### src/rtl/dbus_arbiter_pkg.sv
// ---------------------------------------------------------------------------
// dbus_arbiter_pkg
// Shared types for the data-bus arbiter slice.
//   uint32_t      : 32-bit bus word
//   dbus_owner_t  : which requester owns a dcache transaction (load / store)
//   arb_state_t   : address-phase FSM states
//   cnt_width()   : width needed to count 0..max_out in-flight transactions
// ---------------------------------------------------------------------------
package dbus_arbiter_pkg;

  typedef logic [31:0] uint32_t;

  typedef enum logic {
    DBUS_LD = 1'b0,
    DBUS_ST = 1'b1
  } dbus_owner_t;

  typedef enum logic {
    ARB_IDLE = 1'b0,
    ARB_HOLD = 1'b1
  } arb_state_t;

  function automatic int cnt_width(input int max_out);
    return $clog2(max_out + 1);
  endfunction

endpackage

### src/rtl/dbus_owner_fifo.sv
// ---------------------------------------------------------------------------
// dbus_owner_fifo
// In-order record of accepted dcache transactions so each response can be
// routed back to the requester that issued it.
// Ports:
//   clk, resetn              : clock, asynchronous active-low reset
//   push, push_owner,
//   push_killed              : append one entry {owner, killed}
//   pop                      : retire the head entry (ignored when empty)
//   kill_loads               : mark every stored load entry as killed
//   head_owner, head_killed  : current head entry
//   count                    : number of valid entries (0..DEPTH)
// ---------------------------------------------------------------------------
module dbus_owner_fifo
  import dbus_arbiter_pkg::*;
#(
  parameter int DEPTH = 2
) (
  input  logic                         clk,
  input  logic                         resetn,
  input  logic                         push,
  input  dbus_owner_t                  push_owner,
  input  logic                         push_killed,
  input  logic                         pop,
  input  logic                         kill_loads,
  output dbus_owner_t                  head_owner,
  output logic                         head_killed,
  output logic [$clog2(DEPTH+1)-1:0]   count
);

  localparam int CNT_W = $clog2(DEPTH + 1);
  localparam int PTR_W = (DEPTH > 1) ? $clog2(DEPTH) : 1;
  localparam logic [CNT_W-1:0] FULL_CNT = CNT_W'(DEPTH);
  localparam logic [PTR_W-1:0] LAST_PTR = PTR_W'(DEPTH - 1);

  dbus_owner_t       owner_q  [DEPTH];
  logic              killed_q [DEPTH];
  logic [PTR_W-1:0]  rd_ptr;
  logic [PTR_W-1:0]  wr_ptr;
  logic              do_push;
  logic              do_pop;

  // The arbiter never pushes into a full FIFO; the guard just keeps the
  // pointers consistent if that contract were ever broken.
  assign do_push = push && (count != FULL_CNT);
  assign do_pop  = pop  && (count != '0);

  assign head_owner  = owner_q[rd_ptr];
  assign head_killed = killed_q[rd_ptr];

  // Storage, pointers and occupancy. The bulk kill touches every slot; stale
  // slots are harmless because a push always rewrites both fields, and the
  // push assignment comes last so a freshly pushed entry keeps its own bit.
  always_ff @(posedge clk or negedge resetn) begin
    if (!resetn) begin
      rd_ptr <= '0;
      wr_ptr <= '0;
      count  <= '0;
      for (int i = 0; i < DEPTH; i++) begin
        owner_q[i]  <= DBUS_LD;
        killed_q[i] <= 1'b0;
      end
    end else begin
      if (kill_loads) begin
        for (int i = 0; i < DEPTH; i++) begin
          if (owner_q[i] == DBUS_LD) begin
            killed_q[i] <= 1'b1;
          end
        end
      end
      if (do_push) begin
        owner_q[wr_ptr]  <= push_owner;
        killed_q[wr_ptr] <= push_killed;
        wr_ptr           <= (wr_ptr == LAST_PTR) ? '0 : wr_ptr + 1'b1;
      end
      if (do_pop) begin
        rd_ptr <= (rd_ptr == LAST_PTR) ? '0 : rd_ptr + 1'b1;
      end
      case ({do_push, do_pop})
        2'b10:   count <= count + 1'b1;
        2'b01:   count <= count - 1'b1;
        default: count <= count;
      endcase
    end
  end

endmodule

### src/rtl/dbus_arbiter.sv
// ---------------------------------------------------------------------------
// dbus_arbiter
// Shares the SRAM-like dcache port between the AGU load path and the
// committed-store drain path. One requester is granted per address phase and
// the grant is held until the dcache accepts it. Accepted transactions are
// tracked in issue order so each dcache_data_ok returns to its owner; a
// pipeline flush silently drops outstanding load responses.
//
// Optional feature macro: DBUS_STARVE_GUARD_EN
//   defined   : after STARVE_LIMIT contended load grants, the next contended
//               arbitration goes to the store
//   undefined : strict load priority, no starvation counter
//
// Ports:
//   clk, resetn                       : clock, asynchronous active-low reset
//   flush                             : pipeline flush
//   ld_req/ld_addr -> ld_addr_ok      : load address phase
//   ld_data_ok/ld_rdata               : load response
//   st_req/st_addr/st_wstrb/st_wdata  : store address phase
//   st_addr_ok/st_data_ok             : store accept / write done
//   dcache_req/wr/wstrb/addr/wdata    : dcache request side
//   dcache_addr_ok/data_ok/rdata      : dcache handshake and read data
// ---------------------------------------------------------------------------
module dbus_arbiter
  import dbus_arbiter_pkg::*;
#(
  parameter int MAX_OUTSTANDING = 2,
  parameter int STARVE_LIMIT    = 4
) (
  input  logic        clk,
  input  logic        resetn,
  input  logic        flush,
  input  logic        ld_req,
  input  uint32_t     ld_addr,
  output logic        ld_addr_ok,
  output logic        ld_data_ok,
  output uint32_t     ld_rdata,
  input  logic        st_req,
  input  uint32_t     st_addr,
  input  logic [3:0]  st_wstrb,
  input  uint32_t     st_wdata,
  output logic        st_addr_ok,
  output logic        st_data_ok,
  output logic        dcache_req,
  output logic        dcache_wr,
  output logic [3:0]  dcache_wstrb,
  output uint32_t     dcache_addr,
  output uint32_t     dcache_wdata,
  input  logic        dcache_addr_ok,
  input  logic        dcache_data_ok,
  input  uint32_t     dcache_rdata
);

  localparam int CNT_W = cnt_width(MAX_OUTSTANDING);
  localparam logic [CNT_W-1:0] FULL_CNT = CNT_W'(MAX_OUTSTANDING);

  arb_state_t   state;
  arb_state_t   next_state;
  logic [CNT_W-1:0] cnt;
  logic         full;
  logic         ld_live;
  logic         starve_force;

  logic         grant_valid;
  dbus_owner_t  grant_owner;
  logic         capture;
  logic         push;
  dbus_owner_t  push_owner;
  logic         push_killed;
  logic         resp_valid;

  dbus_owner_t  head_owner;
  logic         head_killed;

  dbus_owner_t  hold_owner;
  uint32_t      hold_addr;
  logic [3:0]   hold_wstrb;
  uint32_t      hold_wdata;
  logic         hold_killed;

  assign full    = (cnt == FULL_CNT);
  // A load requested in the flush cycle belongs to the squashed path.
  assign ld_live = ld_req && !flush;

  dbus_owner_fifo #(
    .DEPTH(MAX_OUTSTANDING)
  ) u_owner_fifo (
    .clk        (clk),
    .resetn     (resetn),
    .push       (push),
    .push_owner (push_owner),
    .push_killed(push_killed),
    .pop        (dcache_data_ok),
    .kill_loads (flush),
    .head_owner (head_owner),
    .head_killed(head_killed),
    .count      (cnt)
  );

`ifdef DBUS_STARVE_GUARD_EN
  localparam int STARVE_W = $clog2(STARVE_LIMIT + 1);
  localparam logic [STARVE_W-1:0] STARVE_MAX = STARVE_W'(STARVE_LIMIT);
  logic [STARVE_W-1:0] starve_cnt;

  assign starve_force = (starve_cnt >= STARVE_MAX);

  // Counts load grants that overtook a waiting store; any store grant
  // resets it. Saturates so a long load burst cannot wrap it back to zero.
  always_ff @(posedge clk or negedge resetn) begin
    if (!resetn) begin
      starve_cnt <= '0;
    end else if (grant_valid) begin
      if (grant_owner == DBUS_ST) begin
        starve_cnt <= '0;
      end else if (st_req && (starve_cnt != STARVE_MAX)) begin
        starve_cnt <= starve_cnt + 1'b1;
      end
    end
  end
`else
  assign starve_force = 1'b0;
`endif

  // Address-phase FSM state register.
  always_ff @(posedge clk or negedge resetn) begin
    if (!resetn) begin
      state <= ARB_IDLE;
    end else begin
      state <= next_state;
    end
  end

  // Hold registers: snapshot of the winner's request when the dcache stalls,
  // so the address phase stays stable even if the requester's inputs move.
  // A flush during HOLD marks a held load so it retires as killed.
  always_ff @(posedge clk or negedge resetn) begin
    if (!resetn) begin
      hold_owner  <= DBUS_LD;
      hold_addr   <= '0;
      hold_wstrb  <= '0;
      hold_wdata  <= '0;
      hold_killed <= 1'b0;
    end else if (capture) begin
      hold_owner  <= grant_owner;
      hold_addr   <= dcache_addr;
      hold_wstrb  <= dcache_wstrb;
      hold_wdata  <= dcache_wdata;
      hold_killed <= 1'b0;
    end else if ((state == ARB_HOLD) && flush && (hold_owner == DBUS_LD)) begin
      hold_killed <= 1'b1;
    end
  end

  // Arbitration, dcache drive and acceptance. In IDLE the winner is decided
  // and presented combinationally, giving zero-cycle accept when the dcache
  // is ready; in HOLD only the snapshot is presented.
  always_comb begin
    next_state   = state;
    grant_valid  = 1'b0;
    grant_owner  = DBUS_LD;
    capture      = 1'b0;
    push         = 1'b0;
    push_owner   = DBUS_LD;
    push_killed  = 1'b0;
    dcache_req   = 1'b0;
    dcache_wr    = 1'b0;
    dcache_wstrb = '0;
    dcache_addr  = '0;
    dcache_wdata = '0;
    ld_addr_ok   = 1'b0;
    st_addr_ok   = 1'b0;

    unique case (state)
      ARB_IDLE: begin
        if (!full && (ld_live || st_req)) begin
          grant_valid = 1'b1;
          // Load wins contention unless the starvation guard says the
          // store has waited long enough.
          if (ld_live && !(st_req && starve_force)) begin
            grant_owner = DBUS_LD;
            dcache_addr = ld_addr;
          end else begin
            grant_owner  = DBUS_ST;
            dcache_wr    = 1'b1;
            dcache_wstrb = st_wstrb;
            dcache_addr  = st_addr;
            dcache_wdata = st_wdata;
          end
          dcache_req = 1'b1;
          if (dcache_addr_ok) begin
            push       = 1'b1;
            push_owner = grant_owner;
            ld_addr_ok = (grant_owner == DBUS_LD);
            st_addr_ok = (grant_owner == DBUS_ST);
          end else begin
            capture    = 1'b1;
            next_state = ARB_HOLD;
          end
        end
      end

      ARB_HOLD: begin
        dcache_req   = 1'b1;
        dcache_wr    = (hold_owner == DBUS_ST);
        dcache_wstrb = hold_wstrb;
        dcache_addr  = hold_addr;
        dcache_wdata = hold_wdata;
        if (dcache_addr_ok) begin
          // The SRAM-like port forbids withdrawing a request, so a flushed
          // load still completes its address phase but is recorded as dead
          // and never acknowledged to the squashed pipeline.
          push        = 1'b1;
          push_owner  = hold_owner;
          push_killed = (hold_owner == DBUS_LD) && (hold_killed || flush);
          ld_addr_ok  = (hold_owner == DBUS_LD) && !push_killed;
          st_addr_ok  = (hold_owner == DBUS_ST);
          next_state  = ARB_IDLE;
        end
      end

      default: next_state = ARB_IDLE;
    endcase
  end

  // Response routing: the FIFO head names the owner. A response arriving in
  // the flush cycle itself is treated as already squashed.
  assign resp_valid = dcache_data_ok && (cnt != '0);
  assign st_data_ok = resp_valid && (head_owner == DBUS_ST);
  assign ld_data_ok = resp_valid && (head_owner == DBUS_LD) && !head_killed && !flush;
  assign ld_rdata   = ld_data_ok ? dcache_rdata : '0;

  // A response with nothing in flight means the dcache broke its contract.
  a_no_orphan_resp: assert property (
    @(posedge clk) disable iff (!resetn) dcache_data_ok |-> (cnt != '0)
  );

  // Parameter sanity: at least one slot and a non-zero starvation limit.
  a_param_range: assert property (
    @(posedge clk) (MAX_OUTSTANDING >= 1) && (STARVE_LIMIT >= 1)
  );

endmodule
### config.mk
export PLATFORM = sky130hd
export DESIGN_NAME = dbus_arbiter
export DESIGN_NICKNAME = d
export VERILOG_FILES = /design/src/rtl/dbus_arbiter_pkg.sv /design/src/rtl/dbus_owner_fifo.sv /design/src/rtl/dbus_arbiter.sv
export SDC_FILE = /design/constraint.sdc
export NUM_CORES = 1
export LEC_CHECK = 0
export BUFFER_PORTS_ARGS = -buffer_cell sky130_fd_sc_hd__buf_2
export CAP_MARGIN = 10
export CORE_ASPECT_RATIO = 0.7
export CORE_MARGIN = 5
export CORE_UTILIZATION = 49
export DETAILED_ROUTE_END_ITERATION = 10
export PLACE_DENSITY = 0.87
export SYNTH_ARGS = -nofsm -noshare
export SYNTH_HDL_FRONTEND = slang
export SYNTH_SLANG_ARGS = --single-unit
export TNS_END_PERCENT = 100
### constraint.sdc
create_clock -name clk -period 2.36 [get_ports clk]
set_input_delay 0.354 -clock clk [delete_from_list [all_inputs] [get_ports clk]]
set_output_delay 0.354 -clock clk [all_outputs]
set_load 0.01 [all_outputs]
# Word level (Yosys, flattened, before mapping)
# Cells that the tools add are included.
# word_totals
reg_bits	79
input_bits	139
out_inout_bits	106
wordCells	107
# op_classes
addsub	4
order_cmp	3
n_eq_ne	4
n_mux	55
bitwise_logic	6
reduce_logical	22
# ops
cell	n
32-bit two-way mux	5
32-bit case mux with 2 select lines	2
1-bit two-way mux	33
1-bit logical AND	13
1-bit case mux with 2 select lines	6
4-bit two-way mux	2
4-bit case mux with 2 select lines	1
2-bit nonzero test	3
2-bit bitwise mux	2
2-bit equality test, second input constant	2
2-bit >= comparator, second input constant	2
1-bit zero test	4
2-bit two-way mux	2
1-bit inverter	4
1-bit inverter with 2-bit output	2
2-bit case mux with 2 select lines	1
1-bit adder, second input constant	2
2-bit by 1-bit adder with 2-bit output, second input constant	1
2-bit by 1-bit equality test with 1-bit output, second input constant	1
1-bit logical OR	2
2-bit by 1-bit less-than comparator with 1-bit output, second input constant	1
2-bit inequality test, second input constant	1
2-bit by 1-bit subtractor with 2-bit output, second input constant	1
1-bit demux with 1-bit select	1

# Longest topological paths before layout
# logic_depth
ltp_word	10
ltp_mapped	7

# By module
# A second synthesis with hierarchy kept.
# hier_totals
cells_unflattened	399
hier_area_um2	4367.9
# by_module_without_submodules
mod	n_inst	cells_each	area_each_um2
dbus_arbiter	1	367	3967.6
dbus_owner_fifo	1	32	400.4

# Least setup slack after synthesis
# OpenSTA, ideal clock, no wires.
# synth_path
path_kind	reg2out
startpoint	register u_owner_fifo.rd_ptr
endpoint	output ld_rdata[22]
arrival_ps	1491
slack_ps	515
path_stages_with_launch	5
path_buffers	1
path_cell_list	dfrtp_1 -> mux2_2 -> nor4_2 -> clkbuf_1 -> and2_1
# synth_between
elab_chain_len	9
word_cells_on_any_way	13
# synth_lines
element	line_no	text
from (decl)	dbus_owner_fifo.sv:38	logic [PTR_W-1:0] rd_ptr;
from (signal assigned)	dbus_owner_fifo.sv:77	rd_ptr <= (rd_ptr == LAST_PTR) ? '0 : rd_ptr + 1'b1;
1-bit inverter with 2-bit output (not written as such) *	dbus_owner_fifo.sv:48, dbus_owner_fifo.sv:49	
1-bit two-way mux (not written as such) (3 in series)	dbus_owner_fifo.sv:48	assign head_owner = owner_q[rd_ptr];
1-bit inverter	dbus_arbiter.sv:229	assign ld_data_ok = resp_valid && (head_owner == DBUS_LD) && !head_killed && !flush;
1-bit logical AND	dbus_arbiter.sv:229	
1-bit logical AND * (2 in series)	dbus_arbiter.sv:229	
named net ld_data_ok	dbus_arbiter.sv:36	output logic ld_data_ok,
32-bit two-way mux *	dbus_arbiter.sv:230	assign ld_rdata = ld_data_ok ? dcache_rdata : '0;
to (decl)	dbus_arbiter.sv:37	output uint32_t ld_rdata,
# Mark *: on every way through the listed nets, which the timed path passes. The rest lies on a longest branch. The select of a mux whose other input is x is not followed.

# Worst setup path in the final report
# layout_path
startpoint	register u_owner_fifo.count[1]
endpoint	output dcache_wdata[9]
# layout_between
elab_chain_len	5
# layout_lines
element	line_no	text
from (decl)	dbus_owner_fifo.sv:28	output logic [$clog2(DEPTH+1)-1:0] count
from (signal assigned)	dbus_owner_fifo.sv:80	2'b10: count <= count + 1'b1;
from (signal assigned)	dbus_owner_fifo.sv:81	2'b01: count <= count - 1'b1;
from (signal assigned)	dbus_owner_fifo.sv:82	default: count <= count;
2-bit equality test	dbus_arbiter.sv:81	assign full = (cnt == FULL_CNT);
1-bit zero test	dbus_arbiter.sv:175	if (!full && (ld_live || st_req)) begin
1-bit logical AND	dbus_arbiter.sv:175	
32-bit two-way mux	dbus_arbiter.sv:175	
32-bit case mux with 2 select lines	dbus_arbiter.sv:173	unique case (state)
to (decl)	dbus_arbiter.sv:48	output uint32_t dcache_wdata,
# No other way between the ends.

==> key figures <==
Outcome
  – Outcome: complete, no violations

Cells and area
  – Fin area: between 6000 and 7000 um^2
  – Fraction of the core area covered by cells at the end of the flow: 0.683
  – Growth of design area from synthesis to finish: 37.8%
  – Share of final-layout standard cells stronger than drive strength 1: 0.385
  – Post-layout net count: 871

Floorplan
  – Io pins: approximately 250
  – Initial cell density of the core: 0.496
  – Die Footprint: 11,100 um^2
  – Horizontal die dimension: between 100 and 150 um
  – Y dimension of the die: a little under 90 um
  – Core area: about 8900 um^2
  – FP Rows: 29

Detailed routing
  – Post-detailed-route via-to-cell ratio: about 5.3
  – Total iterations of the first detailed-routing run: 4
  – Routed Antenna Nets: 0
  – Mean routed wirelength per cell: ~16 um
  – Wire length after detailed routing: around 14,000 um
  – Violation count after the first detailed-route iteration: about 270
  – Vias: ~4,600
  – DRC errors left: 0

Clock network
  – CTS H-Tree Depth: 3
  – Clk Tree Root Cell: sky130_fd_sc_hd__clkbuf_16
  – Insertion delay to the later sink of the worst-skew pair: 0.33 ns
  – Inserted Clock Buffers: 9
  – TritonCTS sink count: roughly 80
  – Clock transition at path regs: roughly 0.060 ns
  – CTS tree: yes
  – Longest Clk Path Bufs: 2
  – Hold buffer count at CTS: 0

STA
  – Final hold vios: 0
  – Worst Clk Skew: 0.00437 ns
  – Final total negative setup slack: 0 ns
  – Crit share post-route: 0.954
  – Setup-violating endpoint count in the final report: 0
  – Fin. max-slew vios: 0
  – Tmin final: 2.25 ns
  – Top achievable clock speed: between 0.4 and 0.5 GHz
  – Slew of the pin with the lowest slew margin: 0.550 ns
  – Rel. slew slack: 0.633
  – Unrepaired setup endpoints after global routing: false

Synth
  – Mapped Nets: between 600 and 700
  – Flop and latch count out of synthesis: a little under 80
  – Sequential element share of the synthesized area: 0.447
  – Cell variety after synth: 31
  – Synthesized area per cell: slightly below 9 um^2
  – Cell count after synthesis: around 500
  – Mapped cell area: roughly 4400 um^2
  – Number of warnings printed during yosys synthesis: 0

Worst setup path
  – Element type at the critical path start: flip-flop
  – CP required: approximately 2 ns
  – Category of the worst setup path capture point: output pin
  – Reg2Reg Setup Slack: a little under 0.6 ns
  – Critical path fanouts, max: 34
  – Ordered list of cells on the worst path: nor2b_1 -> nor4b_4 -> buf_4 -> buf_12 -> a22o_1 -> buf_2
  – Signal arrival time at the worst endpoint: approximately 1.9 ns
  – Stage delay of the slowest cell on the critical path: 0.41 ns
  – CP Capture Point: dcache_wdata[9]
  – Length in cells of the worst reg-to-reg path: 4
  – Slowest-stage cell, CP: sky130_fd_sc_hd__dfrtp_1
  – FF-to-FF End: hold_killed$_DFFE_PN0P_
  – Reg2reg start: state$_DFF_PN0_
  – Critical path class: flip-flop to output pin
  – Critical Path Start: u_owner_fifo.count[1]$_DFFE_PN0P_

Pwr
  – Peak supply drop: about 0.54 mV
  – Standby leakage power: 3.38 nW
  – Areal power density over the cells: 983 nW/um^2

Global routing
  – Antenna violations before repair: 2
  – Largest net degree at the start of global routing: 64
  – Wire length of the first global-routing pass: between 20,000 and 25,000 um
  – Number of global-route vias before repair: about 4,500
  – Overall Global Routing Usage: 0.241
  – Overflow left after global routing: 0

Place
  – Count of buffers from port buffering: roughly 240
  – Placed Instance Area: around 5700 um^2
  – Sum of net half-perimeters after detailed placement: slightly above 10,000 um
  – RD Place Congestion: between 0.8 and 0.9

Min path
  – Hold Path Class: primary input to async pin

Flow run
  – Max-cap violations: 0
[cells in the final DEF (no fill, tap or decap), types with 2 or more instances in the layout]
cell                        count
sky130_fd_sc_hd__xnor2_1        4
sky130_fd_sc_hd__buf_2        243
sky130_fd_sc_hd__nand2_1      139
sky130_fd_sc_hd__a22o_1        38
sky130_fd_sc_hd__mux2i_1       34
sky130_fd_sc_hd__clkbuf_16      9
sky130_fd_sc_hd__nor2_1         3
sky130_fd_sc_hd__clkinv_2       2
sky130_fd_sc_hd__bufinv_16      2
sky130_fd_sc_hd__and2_1        34
sky130_fd_sc_hd__a21oi_1        3
sky130_fd_sc_hd__buf_6          2
sky130_fd_sc_hd__o211ai_1       2
sky130_fd_sc_hd__dfrtp_1       78
sky130_fd_sc_hd__mux2_2         3
sky130_fd_sc_hd__buf_4          8
sky130_fd_sc_hd__o21ai_0       66
sky130_fd_sc_hd__inv_1          6
sky130_fd_sc_hd__diode_2        3
sky130_fd_sc_hd__buf_12         4
sky130_fd_sc_hd__nand3_1       36
[how the worst min path moves through the flow]
stage            from                         to  slack, ns  cells past startpoint
6_report       resetn  hold_addr[29]$_DFFE_PN0P_      0.002                      1
5_1_grt        resetn  hold_addr[29]$_DFFE_PN0P_       0.05                      1
4_1_cts        resetn  hold_addr[29]$_DFFE_PN0P_       0.02                      1
3_5_place_dp   resetn  hold_addr[29]$_DFFE_PN0P_       0.37                      1
3_3_place_gp   resetn  hold_addr[23]$_DFFE_PN0P_       0.36                      1
2_1_floorplan  resetn   hold_addr[0]$_DFFE_PN0P_       0.06                      0
[logic make-up (layout without fill, tap and decap cells)]
group / count (synthesis) / in the layout / synth area share
and+or+nand+nor: 219 / 219 / 0.225
AOI/OAI and AO/OA: 115 / 115 / 0.171
DFF: 79 / 79 / 0.447
buffers and inverters: 47 / 279 / 0.0602
muxes: 37 / 37 / 0.0845
xor gates and xnor gates: 5 / 5 / 0.00989
adders and majority gates: 1 / 1 / 0.00283
other: 0 / 3 / 0
[repair_timing]
item	4_1_cts	5_1_grt
cloned	1	0
setup endpoints to repair	29	27
setup buffers	2	1
pin swaps	1	1
gates resized for setup	1	1
endpoints found under the hold margin	0	0
[Yosys cell counts (all sizes together)]
cell type,number,area share
mux2,3,0.0076
ha,1,0.0028
nor4,1,0.0028
nor3,1,0.0011
o2111ai,1,0.0034
o211ai,2,0.0034
nor2,3,0.0025
mux2i,34,0.077
xnor2,4,0.0079
clkbuf,15,0.013
a21o,1,0.0017
nor4b,1,0.0054
or2,1,0.0014
nand3,36,0.041
buf,26,0.042
nand2,139,0.12
o311ai,1,0.0037
o21ai,67,0.076
and2,34,0.048
a22o,38,0.075
or2b,1,0.0020
o32a,1,0.0023
xor2,1,0.0020
o2111a,1,0.0025
a21oi,3,0.0034
nor2b,2,0.0028
inv,6,0.0051
dfrtp,79,0.45
[critical path: cells and delay by family (launching register included)]
family / cells / cell delay [ns]
flops: 1 / 0.41
buf+inv: 3 / 0.52
compound gates: 1 / 0.17
simple gates: 2 / 0.46
[area by class of cell]
cell class	instances	area, um^2
diodes	3	7.51
inverters	6	22.5
clock buffers	11	243
flip-flops and latches	79	1980
well taps	124	155
fillers	723	2830
clock inverters	4	70.1
repair buffers	258	1410
multi-input cells	377	2210
[routing by layer]
metal  GRT usage  share of wire  vias to the layer above
met5           0              0                        -
met4       0.115          0.024                        0
met3      0.0664          0.080                       25
met2       0.416           0.52                      197
met1       0.282           0.38                     2161
li1            -              -                     2181
[state kept, by name (all words and copies together), names as in the netlist]
signal / cells
hold_wstrb: 4
hold_killed: 1
hold_addr: 32
u_owner_fifo.count: 2
hold_owner: 1
u_owner_fifo.rd_ptr: 1
u_owner_fifo.wr_ptr: 1
state: 1
u_owner_fifo.killed_q: 2
u_owner_fifo.owner_q: 2
hold_wdata: 32
[stage by stage]
stage	power, mW	std cells	setup slack [ns]	hold slack (ns)
final	6.00	862	0.108	0.00167
after global routing	6.39	861	0.0225	0.0492
after CTS	6.03	858	0.00908	0.0152
after detailed placement	4.49	840	0.290	0.368
after global placement	4.36	840	0.376	0.360
after floorplan	3.61	503	0.515	0.0584
[power breakdown]
group          switching (mW)  total, mW  internal [mW]
clock network           0.514       1.46          0.945
logic                    1.32       2.33           1.00
registers               0.337       2.21           1.87
Power figures use the tool's default switching activity.
